### config.mk
export PLATFORM = sky130hd
export DESIGN_NAME = v_rams_sp_cfg_flat
export DESIGN_NICKNAME = d
export VERILOG_FILES = /design/src/rtl/v_rams_sp_cfg_pkg.sv /design/src/rtl/v_rams_sp_cfg_if.sv /design/src/rtl/v_rams_sp_cfg_clear_seq.sv /design/src/rtl/v_rams_sp_cfg.sv /design/src/flat_wrapper.sv
export SDC_FILE = /design/constraint.sdc
export NUM_CORES = 1
export LEC_CHECK = 0
export CAP_MARGIN = 25
export CORE_AREA = 2 2 274 249
export DETAILED_ROUTE_END_ITERATION = 8
export DIE_AREA = 0 0 276 251
export PLACE_DENSITY_LB_ADDON = 0.1
export SYNTH_ARGS = -nofsm -noshare
export SYNTH_HDL_FRONTEND = slang
export SYNTH_SLANG_ARGS = --single-unit
### constraint.sdc
create_clock -name clk -period 3.68 [get_ports clk]
set_input_delay 0.736 -clock clk [delete_from_list [all_inputs] [get_ports clk]]
set_output_delay 0.736 -clock clk [all_outputs]
set_load 0.01 [all_outputs]
### src/rtl/v_rams_sp_cfg_pkg.sv
// Shared definitions for the single-port RAM: collision-mode codes and clear FSM states.
// Latency: n/a (declarations only).
// Backpressure: n/a.
package rams_pkg;

  // Read/write collision behaviour of the user port
  localparam int WM_READ_FIRST  = 0;
  localparam int WM_WRITE_FIRST = 1;
  localparam int WM_NO_CHANGE   = 2;

  // Clear sequencer states
  typedef enum logic {
    ST_CLEAR = 1'b0,
    ST_RUN   = 1'b1
  } clr_state_e;

endpackage

### src/rtl/v_rams_sp_cfg_if.sv
// User port bundle of the single-port RAM (enable, byte writes, address, data, status).
// Latency: n/a (wires only).
// Backpressure: busy from the RAM tells the master that requests are being dropped.
interface v_rams_sp_cfg_if #(
  parameter int DATA_W = 16,
  parameter int ADDR_W = 6,
  parameter int NB     = 2
);
  logic              en;
  logic [NB-1:0]     we;
  logic [ADDR_W-1:0] addr;
  logic [DATA_W-1:0] di;
  logic [DATA_W-1:0] dout;
  logic              do_valid;
  logic              busy;

  modport master (output en, we, addr, di, input dout, do_valid, busy);
  modport slave  (input en, we, addr, di, output dout, do_valid, busy);
endinterface

### src/rtl/v_rams_sp_cfg_clear_seq.sv
// Clear sequencer: walks every word address once after reset, then hands the RAM to the user.
// Latency: DEPTH cycles from rst_n release to busy low.
// Backpressure: busy stays high for the whole sweep; a new reset restarts the sweep at 0.
module rams_clear_seq
  import rams_pkg::*;
#(
  parameter int ADDR_W = 6
) (
  input  logic              clk,
  input  logic              rst_n,
  output logic              busy,
  output logic              clr_we,
  output logic [ADDR_W-1:0] clr_addr
);
  localparam logic [ADDR_W-1:0] LAST_ADDR = '1;

  clr_state_e        state_q, state_d;
  logic [ADDR_W-1:0] clr_cnt_q, clr_cnt_d;

  // State and counter registers, synchronous active-low reset
  always_ff @(posedge clk) begin
    if (!rst_n) begin
      state_q   <= ST_CLEAR;
      clr_cnt_q <= '0;
    end else begin
      state_q   <= state_d;
      clr_cnt_q <= clr_cnt_d;
    end
  end

  // Next state: one word cleared per cycle, leave CLEAR after writing the last word
  always_comb begin
    state_d   = state_q;
    clr_cnt_d = clr_cnt_q;
    busy      = 1'b0;
    clr_we    = 1'b0;
    clr_addr  = clr_cnt_q;
    case (state_q)
      ST_CLEAR: begin
        busy      = 1'b1;
        clr_we    = rst_n;
        clr_cnt_d = clr_cnt_q + 1'b1;
        if (clr_cnt_q == LAST_ADDR) state_d = ST_RUN;
      end
      ST_RUN: begin
        busy = 1'b0;
      end
      default: state_d = ST_CLEAR;
    endcase
  end

endmodule

### src/rtl/v_rams_sp_cfg.sv
// Single-port RAM with byte-lane writes, READ_FIRST/WRITE_FIRST/NO_CHANGE modes and self-clear.
// Latency: 1 cycle en->dout/do_valid, 2 cycles when V_RAMS_SP_OUT_REG_EN is defined.
// Backpressure: user requests are dropped while busy (reset and the DEPTH-cycle clear sweep).
module v_rams_sp_cfg
  import rams_pkg::*;
#(
  parameter int              DATA_W     = 16,
  parameter int              ADDR_W     = 6,
  parameter int              BYTE_W     = 8,
  parameter int              WRITE_MODE = 0,
  parameter logic [DATA_W-1:0] INIT_VAL = '0
) (
  input logic            clk,
  input logic            rst_n,
  v_rams_sp_cfg_if.slave bus
);
  localparam int NB    = DATA_W / BYTE_W;
  localparam int DEPTH = 1 << ADDR_W;

  logic              busy;
  logic              clr_we;
  logic [ADDR_W-1:0] clr_addr;
  logic              usr_en;
  logic [DATA_W-1:0] mem [DEPTH];
  logic [DATA_W-1:0] old_w, lane_mask, merged_w;
  logic [DATA_W-1:0] rd_q, rd_d;
  logic              rd_vld_q, rd_vld_d;

  if (DATA_W % BYTE_W != 0) begin : g_bad_width
    $error("DATA_W must be a multiple of BYTE_W");
  end

  rams_clear_seq #(.ADDR_W(ADDR_W)) u_clear_seq (
    .clk      (clk),
    .rst_n    (rst_n),
    .busy     (busy),
    .clr_we   (clr_we),
    .clr_addr (clr_addr)
  );

  assign usr_en   = bus.en & ~busy;
  assign bus.busy = busy;
  assign old_w    = mem[bus.addr];

  // Expand lane enables to a bit mask and build the post-write word
  always_comb begin
    lane_mask = '0;
    for (int i = 0; i < NB; i++) lane_mask[i*BYTE_W +: BYTE_W] = {BYTE_W{bus.we[i]}};
    merged_w = (old_w & ~lane_mask) | (bus.di & lane_mask);
  end

  // Memory write port: clear sweep has priority, user writes only outside busy
  always_ff @(posedge clk) begin
    if (clr_we) begin
      mem[clr_addr] <= INIT_VAL;
    end else if (usr_en) begin
      for (int i = 0; i < NB; i++)
        if (bus.we[i]) mem[bus.addr][i*BYTE_W +: BYTE_W] <= bus.di[i*BYTE_W +: BYTE_W];
    end
  end

  if (WRITE_MODE == WM_READ_FIRST) begin : g_read_first
    // Read stage: old word, regardless of lanes being written
    always_comb begin
      rd_d     = rd_q;
      rd_vld_d = 1'b0;
      if (usr_en) begin
        rd_d     = old_w;
        rd_vld_d = 1'b1;
      end
    end
  end else if (WRITE_MODE == WM_WRITE_FIRST) begin : g_write_first
    // Read stage: written lanes bypass from di, others from the old word
    always_comb begin
      rd_d     = rd_q;
      rd_vld_d = 1'b0;
      if (usr_en) begin
        rd_d     = merged_w;
        rd_vld_d = 1'b1;
      end
    end
  end else if (WRITE_MODE == WM_NO_CHANGE) begin : g_no_change
    // Read stage: any write keeps the previous output and produces no result
    always_comb begin
      rd_d     = rd_q;
      rd_vld_d = 1'b0;
      if (usr_en && (bus.we == '0)) begin
        rd_d     = old_w;
        rd_vld_d = 1'b1;
      end
    end
  end else begin : g_bad_mode
    $error("WRITE_MODE must be 0, 1 or 2");
  end

  // Read-stage registers; cleared by reset so a pending result is dropped
  always_ff @(posedge clk) begin
    if (!rst_n) begin
      rd_q     <= '0;
      rd_vld_q <= 1'b0;
    end else begin
      rd_q     <= rd_d;
      rd_vld_q <= rd_vld_d;
    end
  end

`ifdef V_RAMS_SP_OUT_REG_EN
  logic [DATA_W-1:0] out_q, out_d;
  logic              out_vld_q, out_vld_d;

  // Output stage follows the read stage every cycle
  always_comb begin
    out_d     = rd_q;
    out_vld_d = rd_vld_q;
  end

  // Output stage registers
  always_ff @(posedge clk) begin
    if (!rst_n) begin
      out_q     <= '0;
      out_vld_q <= 1'b0;
    end else begin
      out_q     <= out_d;
      out_vld_q <= out_vld_d;
    end
  end

  assign bus.dout     = out_q;
  assign bus.do_valid = out_vld_q;
`else
  assign bus.dout     = rd_q;
  assign bus.do_valid = rd_vld_q;
`endif

endmodule

### src/flat_wrapper.sv
// flat-port wrapper written by rule: the top's interface ports become plain ports
module v_rams_sp_cfg_flat import rams_pkg::*;
#(
  parameter int              DATA_W     = 16,
  parameter int              ADDR_W     = 6,
  parameter int              BYTE_W     = 8,
  parameter int              WRITE_MODE = 0,
  parameter logic [DATA_W-1:0] INIT_VAL = '0
)
  (clk, rst_n, bus_en, bus_we, bus_addr, bus_di, bus_dout, bus_do_valid, bus_busy);
  v_rams_sp_cfg_if #(.DATA_W(DATA_W), .ADDR_W(ADDR_W), .NB(2)) bus_i ();
  input logic clk;
  input logic rst_n;
  input wire logic [$bits(bus_i.en)-1:0] bus_en;
  input wire logic [$bits(bus_i.we)-1:0] bus_we;
  input wire logic [$bits(bus_i.addr)-1:0] bus_addr;
  input wire logic [$bits(bus_i.di)-1:0] bus_di;
  output wire logic [$bits(bus_i.dout)-1:0] bus_dout;
  output wire logic [$bits(bus_i.do_valid)-1:0] bus_do_valid;
  output wire logic [$bits(bus_i.busy)-1:0] bus_busy;
  assign bus_i.en = bus_en;
  assign bus_i.we = bus_we;
  assign bus_i.addr = bus_addr;
  assign bus_i.di = bus_di;
  assign bus_dout = bus_i.dout;
  assign bus_do_valid = bus_i.do_valid;
  assign bus_busy = bus_i.busy;
  v_rams_sp_cfg #(.DATA_W(DATA_W), .ADDR_W(ADDR_W), .BYTE_W(BYTE_W), .WRITE_MODE(WRITE_MODE), .INIT_VAL(INIT_VAL)) u_core (.clk(clk), .rst_n(rst_n), .bus(bus_i));
endmodule
Word level (Yosys, flattened, before mapping)
Memory sizes are Yosys's and may differ from the RTL's. A register that Yosys moved wholly into a read port is not among the register bits.
Cells that the tools add are included.

operators by class
  equality and inequality tests = 1
  add/subtract/negate cells = 1
  muxes and demuxes = 18
  reductions and logical operators = 2
  bitwise logic cells = 3

operators with widths
  kind                                                           count
  16-bit two-way mux                                             1
  16-bit OR reduction                                            1
  1-bit two-way mux                                              14
  6-bit by 1-bit adder with 6-bit output, second input constant  1
  6-bit equality test, second input constant                     1
  6-bit two-way mux                                              1
  2-bit two-way mux                                              1
  1-bit NOT                                                      2
  1-bit one-hot mux with 2 select lines                          1
  1-bit AND                                                      1
  1-bit zero test                                                1

storage, ports and cells
  bits of input ports = 27
  RAM bits = 1,024
  output and inout port bits = 18
  memories kept = 1
  bits in registers = 8

memories
  name        depth  width  read ports  clocked after memory_dff  write ports  RTL line             RTL
  u_core.mem  64     16     1           1                         1            v_rams_sp_cfg.sv:24  logic [DATA_W-1:0] mem [DEPTH];

Logic depth before layout (Yosys ltp)
  word-level depth = 9
  mapped depth = 9
  gate-level depth less buffers = 5

By module
A second synthesis with hierarchy kept.

unflattened totals
  cell total of the unflattened synthesis = 2,272
  area, all modules = 41,184.5 µm²

by module, submodules not included
  module          sequential area each (µm²)  area each (µm²)  times used  cells each
  v_rams_sp_cfg   31,089.8                    40,875.5         1           2,242
  rams_clear_seq  140.1                       309.0            1           30

Least setup slack after synthesis
No wires, ideal clock.

  kind = input -> register
  from = in bus_we[0]
  to = mem u_core.mem[40][0], enable pin
  data arrival time = 2,474 ps
  data required time = 3,310 ps
  setup slack = 836 ps
  cell stages on the path = 8
  library setup time = 370 ps
  path through = o211ai_1 buf_4 mux2i_1 nand2b_1 buf_2 nand2b_1 clkbuf_1 nor2_1

between the ends
  word-level cells in the longest chain between the ends = 6
  elaborated cells between the ends (all ways) = 7

RTL lines
  element                                                                  RTL line             RTL
  start, declared                                                          flat_wrapper.sv:15   input wire logic [$bits(bus_i.we)-1:0] bus_we;
  1-bit two-way mux *                                                      v_rams_sp_cfg.sv:58  if (bus.we[i]) mem[bus.addr][i*BYTE_W +: BYTE_W] <= bus.di[i*BYTE_W +: BYTE_W];
  1-bit two-way mux *                                                      v_rams_sp_cfg.sv:56  end else if (usr_en) begin
  1-bit two-way mux *                                                      v_rams_sp_cfg.sv:54  if (clr_we) begin
  1-bit two-way mux (implied by the code) *                                v_rams_sp_cfg.sv:58
  16-bit OR reduction (no line)                                            n/a
  6-bit two-way mux (no line) / 2-bit two-way mux (equally long branches)  n/a
  end, declared                                                            v_rams_sp_cfg.sv:24

Every way passes the cells marked *; elsewhere a longest branch is shown, timed or not.

Final worst setup path
  from = reg u_core.u_clear_seq.state_q
  to = mem u_core.mem[25][13], enable pin

between the ends
  word-level cells in the longest chain between the ends = 9
  elaborated cells between the ends (all ways) = 16

RTL lines
  element                                                                  RTL line                       RTL
  start, declared                                                          v_rams_sp_cfg_clear_seq.sv:17  clr_state_e state_q, state_d;
  start signal, assigned                                                   v_rams_sp_cfg_clear_seq.sv:26  state_q <= state_d;
  1-bit NOT                                                                n/a
  1-bit one-hot mux with 2 select lines                                    v_rams_sp_cfg_clear_seq.sv:38  case (state_q)
  1-bit NOT                                                                v_rams_sp_cfg.sv:41            assign usr_en = bus.en & ~busy;
  1-bit AND                                                                v_rams_sp_cfg.sv:41
  1-bit two-way mux                                                        v_rams_sp_cfg.sv:56
  1-bit two-way mux                                                        v_rams_sp_cfg.sv:54
  1-bit two-way mux (implied by the code)                                  v_rams_sp_cfg.sv:58
  16-bit OR reduction (no line)                                            n/a
  6-bit two-way mux (no line) / 2-bit two-way mux (equally long branches)  n/a

Parallel ways exist; a longest one is shown, timed or not.

==> results.md <==
Setup path:
- The critical path is of the flip-flop to flip-flop type.
- The depth of the worst register-to-register path is 8.
- The endpoint of the most critical register-to-register path is u_core.mem[25][13].
- The arrival time at the worst endpoint is between 3 and 4 ns.
- The slack of the worst reg-to-reg path is 0.56 ns.
- The end point of the critical path is u_core.mem[25][13].
- Data on the critical path is required at its endpoint by between 4 and 5 ns.
- The startpoint of the most critical setup path is u_core.u_clear_seq.state_q.
- In this run the worst path has a maximum fanout of 10.
- STA classifies the critical path endpoint as a flip-flop.
- The startpoint identified for the worst register-to-register timing path is u_core.u_clear_seq.state_q.
- The startpoint type of the worst setup path is a flip-flop.

Route:
- The post-detailed-route via-to-cell ratio is 6.43.
- The total vias in the final route is 20761.
- After detailed routing, the number of remaining DRC violations is 0.
- The detailed router finished its first iteration with 2538 violations.
- The routed wire length per instance is ~29 um.
- Summed over all layers, the routed wires come to 92.9 mm.
- The count of antenna-violating nets left after detailed routing is 0.
- The first detailed-routing pass ran for 5 iterations.

Final layout:
- The layout overhead on the synthesized area is 15.5%.
- The proportion of layout cells with a drive suffix above 1 is about 26%.
- After routing the design area is 0.0471 mm^2.
- The final non-filler cell total is 3227.
- The net count reported at finish is 2299.

Die:
- The die is 276 um wide.
- The effective utilization at floorplan is about three fifths.
- After floorplanning, the core was sized to cover 0.0664 mm^2.
- The floorplan has 90 rows.
- During I/O placement, the number of pins put on the boundary was 45.
- The y dimension of the die is 251 um.
- The overall die area is 0.0693 mm^2.

GRT:
- The first global-routing pass estimated 137 mm of wire.
- The met1 track demand over resource in global routing is 41.1%.
- In this run the most used layer during global routing was met2.
- The total global-route track usage is 27.3%.
- The number of antenna violations at the first check in global routing is 4.
- Global routing used 41.1% of the available met2 tracks.
- Entering global routing, the biggest net connects 65 pins.
- The via count of the first global-routing pass came to about 21000.
- The overall overflow remaining after global route is 0.
- Global routing consumed, on the met3 layer, 5.26% of the routing resources.

Clocking:
- CTS saw 1048 sinks.
- The clock insertion delay at the later pin of the skew report is 0.66 ns.
- Counting the buffers created by CTS gives 100.
- The number of buffers on the longest clock path is 3.
- The count of cells resized by post-cts repair is 0.
- For this design, the CTS-stage hold fixing added 0 buffers.
- The TritonCTS clock tree is yes.
- The root buffer cell is sky130_fd_sc_hd__clkbuf_16.
- The number of buffers inserted to repair setup after CTS is 0.
- The register clock-pin slew on the reported worst setup and hold paths is ~0.060 ns.
- The maximum level of the CTS H-tree is 3.

Synthesis:
- Yosys mapped a number of flops with a built-in enable equal to 1024.
- The most instantiated flip-flop cell in the synthesis netlist is sky130_fd_sc_hd__edfxtp_1.
- The mean area per synthesized cell is 20.1 um^2.
- The sequential element share of the synthesized area is 76.6%.
- The Yosys step of the flow raised 0 warnings.
- In the synthesized netlist the async set-or-reset flop fraction comes to 0%.
- After synthesis the netlist holds a flip-flop and latch count of 1048.
- The net count of the mapped netlist is 2060.
- The post-synthesis cell count is ~2000.
- Synthesis instantiated 36 different standard cells from the library.
- The cell area that synthesis handed to floorplanning was 0.0408 mm^2.

Flow run:
- The tool flagged a number of max-cap violations equal to 0.

Status:
- The run finished with clean final reports.

Timing:
- The worst clock skew is approximately 0.028 ns.
- The final number of hold-violating endpoints was 0.
- The count of endpoints failing setup in the final report is 0.
- The post-route clock period utilization is 84.8%.
- The number of max-slew violations in the final report came to 0.
- Hold is met by approximately 0.58 ns.
- Derived from the worst setup path, the maximum achievable clock frequency is 320 MHz.
- The minimum clock period is approximately 3.1 ns.
- At the pin with the least slew margin, the transition time is 0.827 ns.
- Headroom to the max-slew limit came out at 44.9%.
- Setup repair after global routing left no endpoint under its margin.
- The summed negative setup slack over all endpoints is 0 ns.
- The worst path meets setup with between 0.5 and 0.6 ns of slack.

Power:
- Sequential cells burn 54.2% of the power.
- Cell internal power was estimated by the tool at 0.0192 W.
- The leakage power total is around 17 nW.
- The switching power summed over all nets is 0.00470 W.
- The peak supply drop is between 0.3 and 0.4 mV.
- In this run the power density over the cells is about 500 mW/mm^2.
- The clock share of power is 42.4%.
- Net switching is around a fifth of the power.
- The power share of the combinational group is between 3 and 4%.

Placement:
- The global placement routability congestion is 0.913.
- During placement, the flow inserted port buffers numbering 44.
- The cell area after placement is 0.0438 mm^2.
- After legalization and detailed placement, the total HPWL measured 58.2 mm.
- The number of placed instances, taps included, is 3043.
- The worst slack after detailed placement is 0.0220 ns.

Hold path:
- The class of the tightest hold or removal check is flip-flop to flip-flop.
-- critical path, cell delays in order, from the launching register on --
cell                       delay [ns]
sky130_fd_sc_hd__dfxtp_1         0.65
sky130_fd_sc_hd__o211ai_1        0.29
sky130_fd_sc_hd__buf_4           0.28
sky130_fd_sc_hd__mux2i_1         0.16
sky130_fd_sc_hd__buf_4           0.18
sky130_fd_sc_hd__or2_1           0.43
sky130_fd_sc_hd__nand2b_1        0.40
sky130_fd_sc_hd__nor2_1          0.21
sky130_fd_sc_hd__buf_4           0.20
-- metrics by stage --
step | power, W | util (%)
after floorplan | 0.0137 | -
after global placement | 0.0140 | 65.9
after detailed placement | 0.0140 | 65.9
after CTS | 0.0240 | 70.8
after global routing | 0.0245 | 70.8
final | 0.0239 | 70.8
-- logic make-up after synthesis --
kind of cell	after synthesis	synth area share, %
and+or+nand+nor	297	3.46
xor gates and xnor gates	4	0.0859
muxes	347	14.5
AOI/OAI and AO/OA	198	3.75
buffers and inverters	137	1.59
adders and majority gates	1	0.0307
DFF	1048	76.6
-- layer usage --
layer	part of all wire, %	vias to the layer above
met5	0.025	-
met4	3.4	4
met3	8.7	161
met2	46	1028
met1	42	10753
li1	-	8815
-- flip-flops by register name, summed over array words and instances, names as in the netlist --
name and count:
u_core.mem 1024, u_core.bus.dout 16, u_core.u_clear_seq.clr_addr 6, u_core.bus.do_valid 1
u_core.u_clear_seq.state_q 1
-- synthesized netlist by cell type (2+ instances only) --
master / number / area share (%)
sky130_fd_sc_hd__a31o_2: 2 / 0.043
sky130_fd_sc_hd__a221oi_2: 10 / 0.37
sky130_fd_sc_hd__and3_1: 3 / 0.046
sky130_fd_sc_hd__nand2b_1: 24 / 0.37
sky130_fd_sc_hd__a31oi_1: 16 / 0.25
sky130_fd_sc_hd__a221oi_1: 6 / 0.13
sky130_fd_sc_hd__buf_2: 61 / 0.75
sky130_fd_sc_hd__mux4_1: 5 / 0.32
sky130_fd_sc_hd__nand3_1: 38 / 0.47
sky130_fd_sc_hd__or2_1: 6 / 0.092
sky130_fd_sc_hd__a22oi_1: 112 / 2.1
sky130_fd_sc_hd__buf_1: 9 / 0.083
sky130_fd_sc_hd__nor2b_1: 16 / 0.25
sky130_fd_sc_hd__nor4_2: 2 / 0.061
sky130_fd_sc_hd__mux4_2: 187 / 10
sky130_fd_sc_hd__buf_6: 5 / 0.14
sky130_fd_sc_hd__or3_1: 17 / 0.26
sky130_fd_sc_hd__a21boi_0: 2 / 0.037
sky130_fd_sc_hd__and2_1: 23 / 0.35
sky130_fd_sc_hd__xnor2_1: 4 / 0.086
sky130_fd_sc_hd__dfxtp_1: 24 / 1.2
sky130_fd_sc_hd__buf_4: 2 / 0.037
sky130_fd_sc_hd__edfxtp_1: 1024 / 75
sky130_fd_sc_hd__a22o_1: 16 / 0.34
sky130_fd_sc_hd__o211ai_1: 17 / 0.31
sky130_fd_sc_hd__nand2_1: 27 / 0.25
sky130_fd_sc_hd__a21oi_1: 16 / 0.20
sky130_fd_sc_hd__mux2i_1: 155 / 3.8
sky130_fd_sc_hd__clkbuf_1: 58 / 0.53
sky130_fd_sc_hd__nor2_1: 139 / 1.3
-- how the worst min path moves through the flow --
stage                                   startpoint                              to  slack, ns  cells after the start
floorplan           u_core.u_clear_seq.clr_addr[5]  u_core.u_clear_seq.clr_addr[5]       0.51                      2
global placement    u_core.u_clear_seq.clr_addr[5]  u_core.u_clear_seq.clr_addr[5]       0.54                      2
detailed placement  u_core.u_clear_seq.clr_addr[5]  u_core.u_clear_seq.clr_addr[5]       0.55                      2
CTS                 u_core.u_clear_seq.clr_addr[5]  u_core.u_clear_seq.clr_addr[5]       0.57                      2
global route        u_core.u_clear_seq.clr_addr[5]  u_core.u_clear_seq.clr_addr[5]       0.64                      2
finish              u_core.u_clear_seq.clr_addr[5]  u_core.u_clear_seq.clr_addr[5]       0.58                      2
-- cell usage in the layout (no fill, tap or decap), types with 27 or more instances in the layout --
cell and instances:
sky130_fd_sc_hd__nand2_1 27, sky130_fd_sc_hd__a22oi_1 112, sky130_fd_sc_hd__edfxtp_1 1024, sky130_fd_sc_hd__clkbuf_16 101
sky130_fd_sc_hd__nor2_1 137, sky130_fd_sc_hd__clkdlybuf4s50_1 41, sky130_fd_sc_hd__nand3_1 38, sky130_fd_sc_hd__buf_4 197
sky130_fd_sc_hd__buf_12 32, sky130_fd_sc_hd__mux4_2 187, sky130_fd_sc_hd__mux2i_1 155
-- layout make-up --
| type | instances | area (um^2) |
|---|---|---|
| well taps | 874 | 1090 |
| inverters | 1 | 3.75 |
| multi-input cells | 847 | 8910 |
| clock buffers | 125 | 2700 |
| flip-flops and latches | 1048 | 31200 |
| clock inverters | 58 | 562 |
| repair buffers | 273 | 2560 |
| fillers | 3954 | 19400 |
| diodes | 1 | 2.50 |
-- power by group through the flow --
stage / Combinational [W] / Sequential (W) / Clock, W
floorplan: 0.000518 / 0.0132 / 0
global route: 0.000851 / 0.0129 / 0.0107
global placement: 0.000795 / 0.0132 / 0
finish: 0.000809 / 0.0129 / 0.0101
CTS: 0.000808 / 0.0129 / 0.0102
detailed placement: 0.000806 / 0.0132 / 0
Note: power is estimated with default switching activity, not from simulation.
